$ cat config.mk
export PLATFORM = sky130hd
export DESIGN_NAME = program_loader_flat
export DESIGN_NICKNAME = d
export VERILOG_FILES = /design/src/rtl/program_loader_pkg.sv /design/src/rtl/program_loader_if.sv /design/src/rtl/ldr_word_assembler.sv /design/src/rtl/program_loader.sv /design/src/flat_wrapper.sv
export SDC_FILE = /design/constraint.sdc
export NUM_CORES = 1
export LEC_CHECK = 0
export ABC_AREA = 1
export CORE_MARGIN = 3
export CORE_UTILIZATION = 54
export CTS_BUF_LIST = sky130_fd_sc_hd__clkbuf_4 sky130_fd_sc_hd__clkbuf_8 sky130_fd_sc_hd__clkbuf_16
export CTS_CLUSTER_DIAMETER = 40
export DETAILED_ROUTE_END_ITERATION = 10
export GPL_TIMING_DRIVEN = 1
export PLACE_DENSITY = 0.77
export SKIP_LAST_GASP = 1
export SYNTH_ARGS = -nofsm -noshare
export SYNTH_HDL_FRONTEND = slang
export SYNTH_HIERARCHICAL = 1
export SYNTH_SLANG_ARGS = --single-unit
$ cat constraint.sdc
create_clock -name clk -period 2.7 [get_ports clk]
set_input_delay 0.54 -clock clk [delete_from_list [all_inputs] [get_ports clk]]
set_output_delay 0.54 -clock clk [all_outputs]
set_load 0.02 [all_outputs]
$ cat src/rtl/program_loader_pkg.sv
// Shared constants and FSM state type for the boot-time program loader.
package program_loader_pkg;

  localparam logic [7:0] LDR_MAGIC     = 8'hA5;
  localparam logic [7:0] LDR_TGT_INSTR = 8'h00;
  localparam logic [7:0] LDR_TGT_DATA  = 8'h01;
  localparam logic [7:0] LDR_TGT_RUN   = 8'hFF;

  typedef enum logic [2:0] {
    StIdle,
    StTgt,
    StCntLo,
    StCntHi,
    StData,
    StWrite,
    StCsum,
    StRun
  } ldr_state_e;

endpackage

$ cat src/rtl/program_loader_if.sv
// Byte stream in, instruction/data BRAM write ports and core-release status out.
interface program_loader_if #(
  parameter int unsigned ADDR_WIDTH = 10,
  parameter int unsigned DATA_WIDTH = 32
);
  logic [7:0]            s_data;
  logic                  s_valid;
  logic                  s_ready;
  logic [ADDR_WIDTH-1:0] i_w_addr;
  logic [DATA_WIDTH-1:0] i_w_dat;
  logic                  i_w_enb;
  logic [ADDR_WIDTH-1:0] d_w_addr;
  logic [DATA_WIDTH-1:0] d_w_dat;
  logic                  d_w_enb;
  logic                  d_bram_init_done;
  logic                  pc_stall;
  logic                  instr_loaded;
  logic                  err;

  modport master (
    input  s_data, s_valid,
    output s_ready, i_w_addr, i_w_dat, i_w_enb, d_w_addr, d_w_dat, d_w_enb,
           d_bram_init_done, pc_stall, instr_loaded, err
  );

  modport slave (
    output s_data, s_valid,
    input  s_ready, i_w_addr, i_w_dat, i_w_enb, d_w_addr, d_w_dat, d_w_enb,
           d_bram_init_done, pc_stall, instr_loaded, err
  );
endinterface

$ cat src/rtl/ldr_word_assembler.sv
// Packs four little-endian stream bytes into a 32-bit word; word_valid marks the 4th byte.
module ldr_word_assembler (
  input  logic        clk,
  input  logic        rst,
  input  logic        clear,
  input  logic        push,
  input  logic [7:0]  data,
  output logic [31:0] word,
  output logic        word_valid
);
  logic [1:0]  cnt_q;
  logic [23:0] sh_q;

  always_ff @(posedge clk) begin
    if (!rst || clear) begin
      cnt_q <= '0;
      sh_q  <= '0;
    end else if (push) begin
      cnt_q <= cnt_q + 2'd1;
      sh_q  <= {data, sh_q[23:8]};
    end
  end

  // The 4th byte is taken straight from the input so the word is ready on its handshake.
  assign word       = {data, sh_q};
  assign word_valid = push && (cnt_q == 2'd3);
endmodule

$ cat src/rtl/program_loader.sv
// Framed byte-stream boot loader: writes words into instruction/data BRAM, then releases the core.
module program_loader
  import program_loader_pkg::*;
#(
  parameter int unsigned ADDR_WIDTH = 10,
  parameter int unsigned DATA_WIDTH = 32,
  parameter int unsigned MAX_WORDS  = 256,
  parameter logic [7:0]  MAGIC      = LDR_MAGIC
) (
  input  logic             clk,
  input  logic             rst,
  program_loader_if.master bus
);
  localparam logic [15:0] MaxWords = 16'(MAX_WORDS);

  ldr_state_e            state_q, state_d;
  logic                  tgt_data_q, tgt_data_d;
  logic [15:0]           count_q, count_d, idx_q, idx_d;
  logic [7:0]            csum_q, csum_d;
  logic [ADDR_WIDTH-1:0] i_w_addr_q, i_w_addr_d, d_w_addr_q, d_w_addr_d;
  logic [DATA_WIDTH-1:0] i_w_dat_q, i_w_dat_d, d_w_dat_q, d_w_dat_d;
  logic                  i_w_enb_q, i_w_enb_d, d_w_enb_q, d_w_enb_d;
  logic                  err_q, err_d, instr_loaded_q, instr_loaded_d;
  logic                  pc_stall_q, pc_stall_d, init_done_q, init_done_d;

  logic                  s_ready, hs, asm_push, asm_clear, word_valid;
  logic [31:0]           word;
  logic [15:0]           cnt_full, idx_inc;
  logic [ADDR_WIDTH-1:0] word_addr;

  assign s_ready   = rst && (state_q != StWrite) && (state_q != StRun);
  assign hs        = bus.s_valid && s_ready;
  assign asm_push  = hs && (state_q == StData);
  assign asm_clear = hs && (state_q == StIdle) && (bus.s_data == MAGIC);
  assign cnt_full  = {bus.s_data, count_q[7:0]};
  assign idx_inc   = idx_q + 16'd1;
  assign word_addr = {idx_q[ADDR_WIDTH-3:0], 2'b00};

  ldr_word_assembler u_asm (
    .clk        (clk),
    .rst        (rst),
    .clear      (asm_clear),
    .push       (asm_push),
    .data       (bus.s_data),
    .word       (word),
    .word_valid (word_valid)
  );

  always_comb begin
    state_d        = state_q;
    tgt_data_d     = tgt_data_q;
    count_d        = count_q;
    idx_d          = idx_q;
    csum_d         = csum_q;
    i_w_addr_d     = i_w_addr_q;
    i_w_dat_d      = i_w_dat_q;
    d_w_addr_d     = d_w_addr_q;
    d_w_dat_d      = d_w_dat_q;
    i_w_enb_d      = 1'b0;
    d_w_enb_d      = 1'b0;
    err_d          = err_q;
    instr_loaded_d = instr_loaded_q;
    pc_stall_d     = pc_stall_q;
    init_done_d    = init_done_q;

    unique case (state_q)
      StIdle: begin
        if (hs && bus.s_data == MAGIC) begin
          state_d = StTgt;
          err_d   = 1'b0;
          idx_d   = '0;
          csum_d  = '0;
        end
      end
      StTgt: begin
        if (hs) begin
          case (bus.s_data)
            LDR_TGT_INSTR: begin
              tgt_data_d     = 1'b0;
              instr_loaded_d = 1'b0;
              state_d        = StCntLo;
            end
            LDR_TGT_DATA: begin
              tgt_data_d = 1'b1;
              state_d    = StCntLo;
            end
            LDR_TGT_RUN: begin
              if (instr_loaded_q) begin
                state_d     = StRun;
                pc_stall_d  = 1'b0;
                init_done_d = 1'b1;
              end else begin
                err_d   = 1'b1;
                state_d = StIdle;
              end
            end
            default: begin
              err_d   = 1'b1;
              state_d = StIdle;
            end
          endcase
        end
      end
      StCntLo: begin
        if (hs) begin
          count_d = {8'h00, bus.s_data};
          state_d = StCntHi;
        end
      end
      StCntHi: begin
        if (hs) begin
          count_d = cnt_full;
          if (cnt_full == '0) begin
            state_d = StCsum;
          end else if (cnt_full > MaxWords) begin
            err_d   = 1'b1;
            state_d = StIdle;
          end else begin
            state_d = StData;
          end
        end
      end
      StData: begin
        if (hs) begin
          csum_d = csum_q ^ bus.s_data;
          if (word_valid) begin
            state_d = StWrite;
            if (tgt_data_q) begin
              d_w_enb_d  = 1'b1;
              d_w_addr_d = word_addr;
              d_w_dat_d  = DATA_WIDTH'(word);
            end else begin
              i_w_enb_d  = 1'b1;
              i_w_addr_d = word_addr;
              i_w_dat_d  = DATA_WIDTH'(word);
            end
          end
        end
      end
      StWrite: begin
        idx_d   = idx_inc;
        state_d = (idx_inc == count_q) ? StCsum : StData;
      end
      StCsum: begin
        if (hs) begin
          // Words already written stay in BRAM on a mismatch; only the flags differ.
          if (bus.s_data == csum_q) begin
            if (!tgt_data_q) instr_loaded_d = 1'b1;
          end else begin
            err_d = 1'b1;
          end
          state_d = StIdle;
        end
      end
      StRun: begin
      end
    endcase
  end

  always_ff @(posedge clk) begin
    if (!rst) begin
      state_q        <= StIdle;
      tgt_data_q     <= 1'b0;
      count_q        <= '0;
      idx_q          <= '0;
      csum_q         <= '0;
      i_w_addr_q     <= '0;
      i_w_dat_q      <= '0;
      d_w_addr_q     <= '0;
      d_w_dat_q      <= '0;
      i_w_enb_q      <= 1'b0;
      d_w_enb_q      <= 1'b0;
      err_q          <= 1'b0;
      instr_loaded_q <= 1'b0;
      pc_stall_q     <= 1'b1;
      init_done_q    <= 1'b0;
    end else begin
      state_q        <= state_d;
      tgt_data_q     <= tgt_data_d;
      count_q        <= count_d;
      idx_q          <= idx_d;
      csum_q         <= csum_d;
      i_w_addr_q     <= i_w_addr_d;
      i_w_dat_q      <= i_w_dat_d;
      d_w_addr_q     <= d_w_addr_d;
      d_w_dat_q      <= d_w_dat_d;
      i_w_enb_q      <= i_w_enb_d;
      d_w_enb_q      <= d_w_enb_d;
      err_q          <= err_d;
      instr_loaded_q <= instr_loaded_d;
      pc_stall_q     <= pc_stall_d;
      init_done_q    <= init_done_d;
    end
  end

  assign bus.s_ready          = s_ready;
  assign bus.i_w_addr         = i_w_addr_q;
  assign bus.i_w_dat          = i_w_dat_q;
  assign bus.i_w_enb          = i_w_enb_q;
  assign bus.d_w_addr         = d_w_addr_q;
  assign bus.d_w_dat          = d_w_dat_q;
  assign bus.d_w_enb          = d_w_enb_q;
  assign bus.d_bram_init_done = init_done_q;
  assign bus.pc_stall         = pc_stall_q;
  assign bus.instr_loaded     = instr_loaded_q;
  assign bus.err              = err_q;
endmodule

$ cat src/flat_wrapper.sv
// flat-port wrapper written by rule: the top's interface ports become plain ports
module program_loader_flat import program_loader_pkg::*;
#(
  parameter int unsigned ADDR_WIDTH = 10,
  parameter int unsigned DATA_WIDTH = 32,
  parameter int unsigned MAX_WORDS  = 256,
  parameter logic [7:0]  MAGIC      = LDR_MAGIC
)
  (clk, rst, bus_s_data, bus_s_valid, bus_s_ready, bus_i_w_addr, bus_i_w_dat, bus_i_w_enb, bus_d_w_addr, bus_d_w_dat, bus_d_w_enb, bus_d_bram_init_done, bus_pc_stall, bus_instr_loaded, bus_err);
  program_loader_if #(.ADDR_WIDTH(ADDR_WIDTH), .DATA_WIDTH(DATA_WIDTH)) bus_i ();
  input  logic clk;
  input  logic rst;
  input wire logic [$bits(bus_i.s_data)-1:0] bus_s_data;
  input wire logic [$bits(bus_i.s_valid)-1:0] bus_s_valid;
  output wire logic [$bits(bus_i.s_ready)-1:0] bus_s_ready;
  output wire logic [$bits(bus_i.i_w_addr)-1:0] bus_i_w_addr;
  output wire logic [$bits(bus_i.i_w_dat)-1:0] bus_i_w_dat;
  output wire logic [$bits(bus_i.i_w_enb)-1:0] bus_i_w_enb;
  output wire logic [$bits(bus_i.d_w_addr)-1:0] bus_d_w_addr;
  output wire logic [$bits(bus_i.d_w_dat)-1:0] bus_d_w_dat;
  output wire logic [$bits(bus_i.d_w_enb)-1:0] bus_d_w_enb;
  output wire logic [$bits(bus_i.d_bram_init_done)-1:0] bus_d_bram_init_done;
  output wire logic [$bits(bus_i.pc_stall)-1:0] bus_pc_stall;
  output wire logic [$bits(bus_i.instr_loaded)-1:0] bus_instr_loaded;
  output wire logic [$bits(bus_i.err)-1:0] bus_err;
  assign bus_i.s_data = bus_s_data;
  assign bus_i.s_valid = bus_s_valid;
  assign bus_s_ready = bus_i.s_ready;
  assign bus_i_w_addr = bus_i.i_w_addr;
  assign bus_i_w_dat = bus_i.i_w_dat;
  assign bus_i_w_enb = bus_i.i_w_enb;
  assign bus_d_w_addr = bus_i.d_w_addr;
  assign bus_d_w_dat = bus_i.d_w_dat;
  assign bus_d_w_enb = bus_i.d_w_enb;
  assign bus_d_bram_init_done = bus_i.d_bram_init_done;
  assign bus_pc_stall = bus_i.pc_stall;
  assign bus_instr_loaded = bus_i.instr_loaded;
  assign bus_err = bus_i.err;
  program_loader #(.ADDR_WIDTH(ADDR_WIDTH), .DATA_WIDTH(DATA_WIDTH), .MAX_WORDS(MAX_WORDS), .MAGIC(MAGIC)) u_core (.clk(clk), .rst(rst), .bus(bus_i));
endmodule
---- After elaboration in Yosys (flattened, before gate mapping) ----
Index checks and enable logic that the tools add are counted.
Widths: inputs -> output; s select.
operators by class
  add/sub/neg operators ................... 2
  magnitude comparators ................... 1
  eq/ne operators ......................... 29
  multiplexer cells ....................... 40
  bitwise operators ....................... 3
  reductions and logical operators ........ 33
operators with widths
  operator               count
  $pmux 16 s2            2
  $mux 16                3
  $mux 3                 10
  $pmux 3 s7             1
  $add 16x1->16 const B  1
  $eq 16x16->1           1
  $eq 8x8->1 const B     2
  $gt 16x9->1 const B    1
  $logic_not 16->1       1
  $mux 8                 2
  $pmux 8 s2             1
  $reduce_and 4->1       4
  $mux 1                 15
  $ne 2x1->1 const B     7
  $ne 2x2->1 const B     7
  $reduce_and 3->1       4
  $reduce_and 10->1      1
  $reduce_bool 2->1      5
  $eq 3x3->1 const B     3
  $ne 3x3->1 const B     3
  $eq 8x1->1 const B     1
  $eq 8x8->1             1
  $logic_and 1x1->1      8
  $logic_not 8->1        1
  19 further kinds       23
storage, ports and cells
  bits in registers ....................... 156
  bits of input ports ..................... 11
  output and inout port bits .............. 91
  logic and storage cells ................. 126

---- Depth between registers and ports, before layout ----
  word-level depth ........................ 9
  depth in mapped cells ................... 15
  depth with buffers taken out ............ 15

---- By module ----
Netlist, hierarchy kept.
modules (own cells, without submodules)
  module              times used  cells an instance  area an instance (µm²)  seq. area each (µm²)
  program_loader      1           801                5,735.5                 2,602.5
  ldr_word_assembler  1           127                1,042.2                 520.5

---- Least setup slack after synthesis ----
Ideal clock, no wire load.
  kind .................................... input -> register
  start ................................... input port bus_s_valid
  end ..................................... register u_core.d_w_dat_q[10], in the netlist u_core/bus.d_w_dat[10]
  setup time .............................. 0.116 ns
  arrival time ............................ 2.033 ns
  data required time ...................... 2.584 ns
  setup slack ............................. 0.551 ns
  stages on the path ...................... 14
  buffers on the path ..................... 4
  cells stage by stage .................... and3_1 > buf_6 > inv_6 > nor2_8 > buf_6 > buf_6 > nand2_1 > inv_1 > inv_1 > nor3_4 > inv_2 > buf_2 > nor2_1 > nor2_1
on the way
  cells in the longest elaborated chain, start to end .. 4
ends and longest elaborated chain
  item                        line                      text
  start, declared             flat_wrapper.sv:14        input wire logic [$bits(bus_i.s_valid)-1:0] bus_s_valid;
  $logic_and 1x1->1           program_loader.sv:32      assign hs = bus.s_valid && s_ready;
  $logic_and 1x1->1           program_loader.sv:33      assign asm_push = hs && (state_q == StData);
  via u_core.asm_push         program_loader.sv:26      logic s_ready, hs, asm_push, asm_clear, word_valid;
  $logic_and 1x1->1           ldr_word_assembler.sv:26  assign word_valid = push && (cnt_q == 2'd3);
  via u_core.word_valid       program_loader.sv:26
  $reduce_and 4->1 (no line)  n/a
  end signal, assigned        program_loader.sv:186     d_w_dat_q <= d_w_dat_d;
  end, declared               program_loader.sv:21      logic [DATA_WIDTH-1:0] i_w_dat_q, i_w_dat_d, d_w_dat_q, d_w_dat_d;
The timed path passes the listed nets, and every way through them passes these cells.
A chain may end at the register's enable or synchronous reset.

---- Worst setup path in the final report ----
  start ................................... register u_core.state_q[0]
  end ..................................... output port bus_s_ready
on the way
  cells in the longest elaborated chain, start to end .. 3
  elaborated cells on any way between the ends .. 4
  those cells by class .................... 2 x eq/ne; 2 x reduce/logical
ends and longest elaborated chain
  item                    line                   text
  start, declared         program_loader.sv:16   ldr_state_e state_q, state_d;
  start signal, assigned  program_loader.sv:162  state_q <= StIdle;
  start signal, assigned  program_loader.sv:178  state_q <= state_d;
  $ne 3x3->1              program_loader.sv:31   assign s_ready = rst && (state_q != StWrite) && (state_q != StRun);
  $logic_and 1x1->1       program_loader.sv:31
  $logic_and 1x1->1 *     program_loader.sv:31
  end, declared           flat_wrapper.sv:15     output wire logic [$bits(bus_i.s_ready)-1:0] bus_s_ready;
Every way passes the cells marked *; elsewhere a longest branch is shown, timed or not.

==> impl_metrics.csv <==
group,metric,value,unit
detailed_routing,routed_wirelength,17200,microns
sta,slew_viol_final,0,
setup_path,required,2.16,ns
sta,period_share,85.9,%
floorplanning,initial_utilization,55.7,%
setup_path,worstPathArrival,1.78,ns
setup_path,critical_path_class,"flop to output pin",
setup_path,crit_buf_inv,2,
logic_synthesis,ys.flop_type,"dfxtp_1",
cts,cts_buffers,17,
global_route,grt_pass1_wl,28400,microns
setup_path,critical_path_cell_count,4,
floorplanning,dieHeight,118,microns
detailed_routing,wl_per_cell,14.4,microns
setup_path,worst_setup_path_end_kind,"output pin",
cts,post_cts_buffers,0,
cts,cts_tree,"done",
setup_path,crit_family,"buffers and inverters",
cts,ctsResizeCount,0,
logic_synthesis,synth_top_cell_area_share,46.1,%
status,status,"finished, final reports clean",
cells_and_area,finalNonFillerCells,1195,
setup_path,path_max_fanout,5,
detailed_routing,dr.pass1.iters,5,
setup_path,cp_slowest_cell,"clkdlybuf4s50_1",
pwr,power,4.77,mW
cells_and_area,n_antenna_cell,0,
sta,tns,0,ns
floorplanning,coreArea,12200,sq um
detailed_routing,drcViolationCount,0,
global_route,antenna_found_initial,0,
sta,setup_viol,0,
placement,gp_congestion,0.953,
cts,clkLatencyLatePin,0.42,ns
sta,worstMarginPinSlew,0.761,ns
logic_synthesis,yosysTopAreaCell,"dfxtp_1",
cts,hold_buffers,0,
cts,cts-root-buf,"clkbuf_16",
global_route,grt_max_degree,92,
global_route,grt_use_total,24.7,%
logic_synthesis,syn_area,6780,sq um
placement,dp_hpwl,11400,microns
global_route,grt_pass1_vias,5666,
cts,clk_pin_slew,0.06,ns
logic_synthesis,async_reset_ff_share,0,%
cells_and_area,layout_common_cells,"nand2_1, nor2_1, dfxtp_1",
logic_synthesis,netlist_instances,928,
sta,min_period,2.32,ns
logic_synthesis,ys_seq_area_share,46.1,%
setup_path,crit_path_start_kind,"flop",
setup_path,crit_chain,"nand2_1, inv_1, nor2_1, clkdlybuf4s50_1",
cells_and_area,layout_commonest_cell,"nand2_1",
logic_synthesis,synth_seq_cells,156,
detailed_routing,drtIter0Drc,565,
min_path,holdPathStages,3,
detailed_routing,vias_per_cell,5.19,
logic_synthesis,synthTopCellsByArea,"dfxtp_1, nand2_1, nor2_1",
cts,clockBufferDepth,2,
global_route,gr-total-overflow,0,
pwr,leakage,3.47,nW
setup_path,r2r_cells,12,
floorplanning,die_area,13900,sq um
floorplanning,ioPinCount,102,
floorplanning,rows,40,
logic_synthesis,synth_enable_flop_cells,0,
flow_run,drv_cap,0,
sta,skew,0.00719,ns
detailed_routing,ant_nets,0,
floorplanning,die_w,118,microns
pwr,ir_drop,0.576,mV
cells_and_area,drive_gt1_share,7.79,%
sta,setup_slack,0.380,ns
sta,fmax,431,MHz
setup_path,slowest_delay,0.63,ns
setup_path,rrSetupSlack,0.48,ns
logic_synthesis,synth_warnings,6,
cells_and_area,area_growth,23.6,%
placement,dp.cells,1164,
cts,htreeDepth,4,
sta,relSlewSlack,49.3,%
pwr,power.density,569,nW/um^2
sta,rsz0062_at_grt,"false",
placement,preCtsSetupSlack,0.115,ns
cells_and_area,final_nets,1028,
logic_synthesis,syn_area_per_cell,7.30,sq um
detailed_routing,vias,6208,
logic_synthesis,synth.distinct_cells,44,
placement,port_buffers,97,
sta,finalHoldViolCount,0,
min_path,hold_class,"input port to flop",
cts,clock_sinks,156,
==> metrics by stage <==
step	hold WS (ns)	area [sq um]	util, %
detailed placement	0.442	7800	64.1
CTS	0.428	8380	68.9
global placement	0.431	7800	64.1
floorplan	0.443	6790	-
finish	0.448	8380	68.9
global route	0.440	8380	68.9
==> area by class of cell <==
class | instances | area (sq um)
tap | 168 | 210
multi-input combinational | 656 | 3040
clock buffer | 21 | 462
timing repair buffer | 119 | 1170
inverter | 65 | 262
sequential | 156 | 3120
fill | 1013 | 3780
clock inverter | 10 | 116
==> logic make-up after synthesis <==
family	count (synthesis)	synth area share [%]
compound gates	193	15.1
xor+xnor	11	1.64
fa+ha+maj	2	0.369
buf+inv	119	9.27
flops	156	46.1
other cells	1	0.0553
simple gates	446	27.5
==> cell usage after synthesis (5+ instances only) <==
master,n
a211oi_1,6
a21oi_1,82
buf_2,13
buf_4,12
buf_6,6
clkbuf_1,12
clkbuf_2,6
dfxtp_1,156
inv_1,56
inv_2,5
nand2_1,196
nand3_1,46
nand4_1,9
nor2_1,169
nor3_1,5
o21ai_0,92
xnor2_1,7
==> path summary, 6_finish.rpt <==
kind / start / end
setup / recovery: u_core/state_q[0] / bus_s_ready
hold / removal: rst / u_core/state_q[0]
setup reg to reg: u_core/state_q[1] / u_core/bus.i_w_dat[30]
hold reg to reg: u_core/bus.d_bram_init_done / u_core/bus.d_bram_init_done
==> registers in the layout, indices dropped and copies added (netlist names), 2 cells and up <==
signal               cells
u_core/bus.d_w_addr      8
u_core/bus.d_w_dat      32
u_core/bus.i_w_addr      8
u_core/bus.i_w_dat      32
u_core/count_q          16
u_core/csum_q            8
u_core/idx_q            16
u_core/state_q           3
u_core/u_asm/cnt_q       2
u_core/u_asm/sh_q       24
==> report_power, final <==
group | total (mW) | internal (mW) | switching (mW) | leakage, nW
clock network | 2.33 | 1.41 | 0.919 | 0.284
logic | 0.135 | 0.0445 | 0.0906 | 1.93
registers | 2.30 | 2.30 | 0.00181 | 1.26
total | 4.77 | 3.76 | 1.01 | 3.47
==> layer usage <==
| metal | part of all wire, % | track usage [%] | up-vias |
|---|---|---|---|
| li1 | - | - | 3168 |
| met1 | 46 | 34.7 | 2778 |
| met2 | 45 | 37.4 | 237 |
| met3 | 7.0 | 5.48 | 25 |
| met4 | 1.6 | 8.79 | 0 |
| met5 | 0 | 0 | - |
==> worst reg2reg max path, delay by kind of cell (launching register included) <==
family	cells	cell delay [ns]
buffers and inverters	5	0.69
AND/OR/NAND/NOR	7	1.07
flip-flops	1	0.36
(Power assumes the default switching activity.)
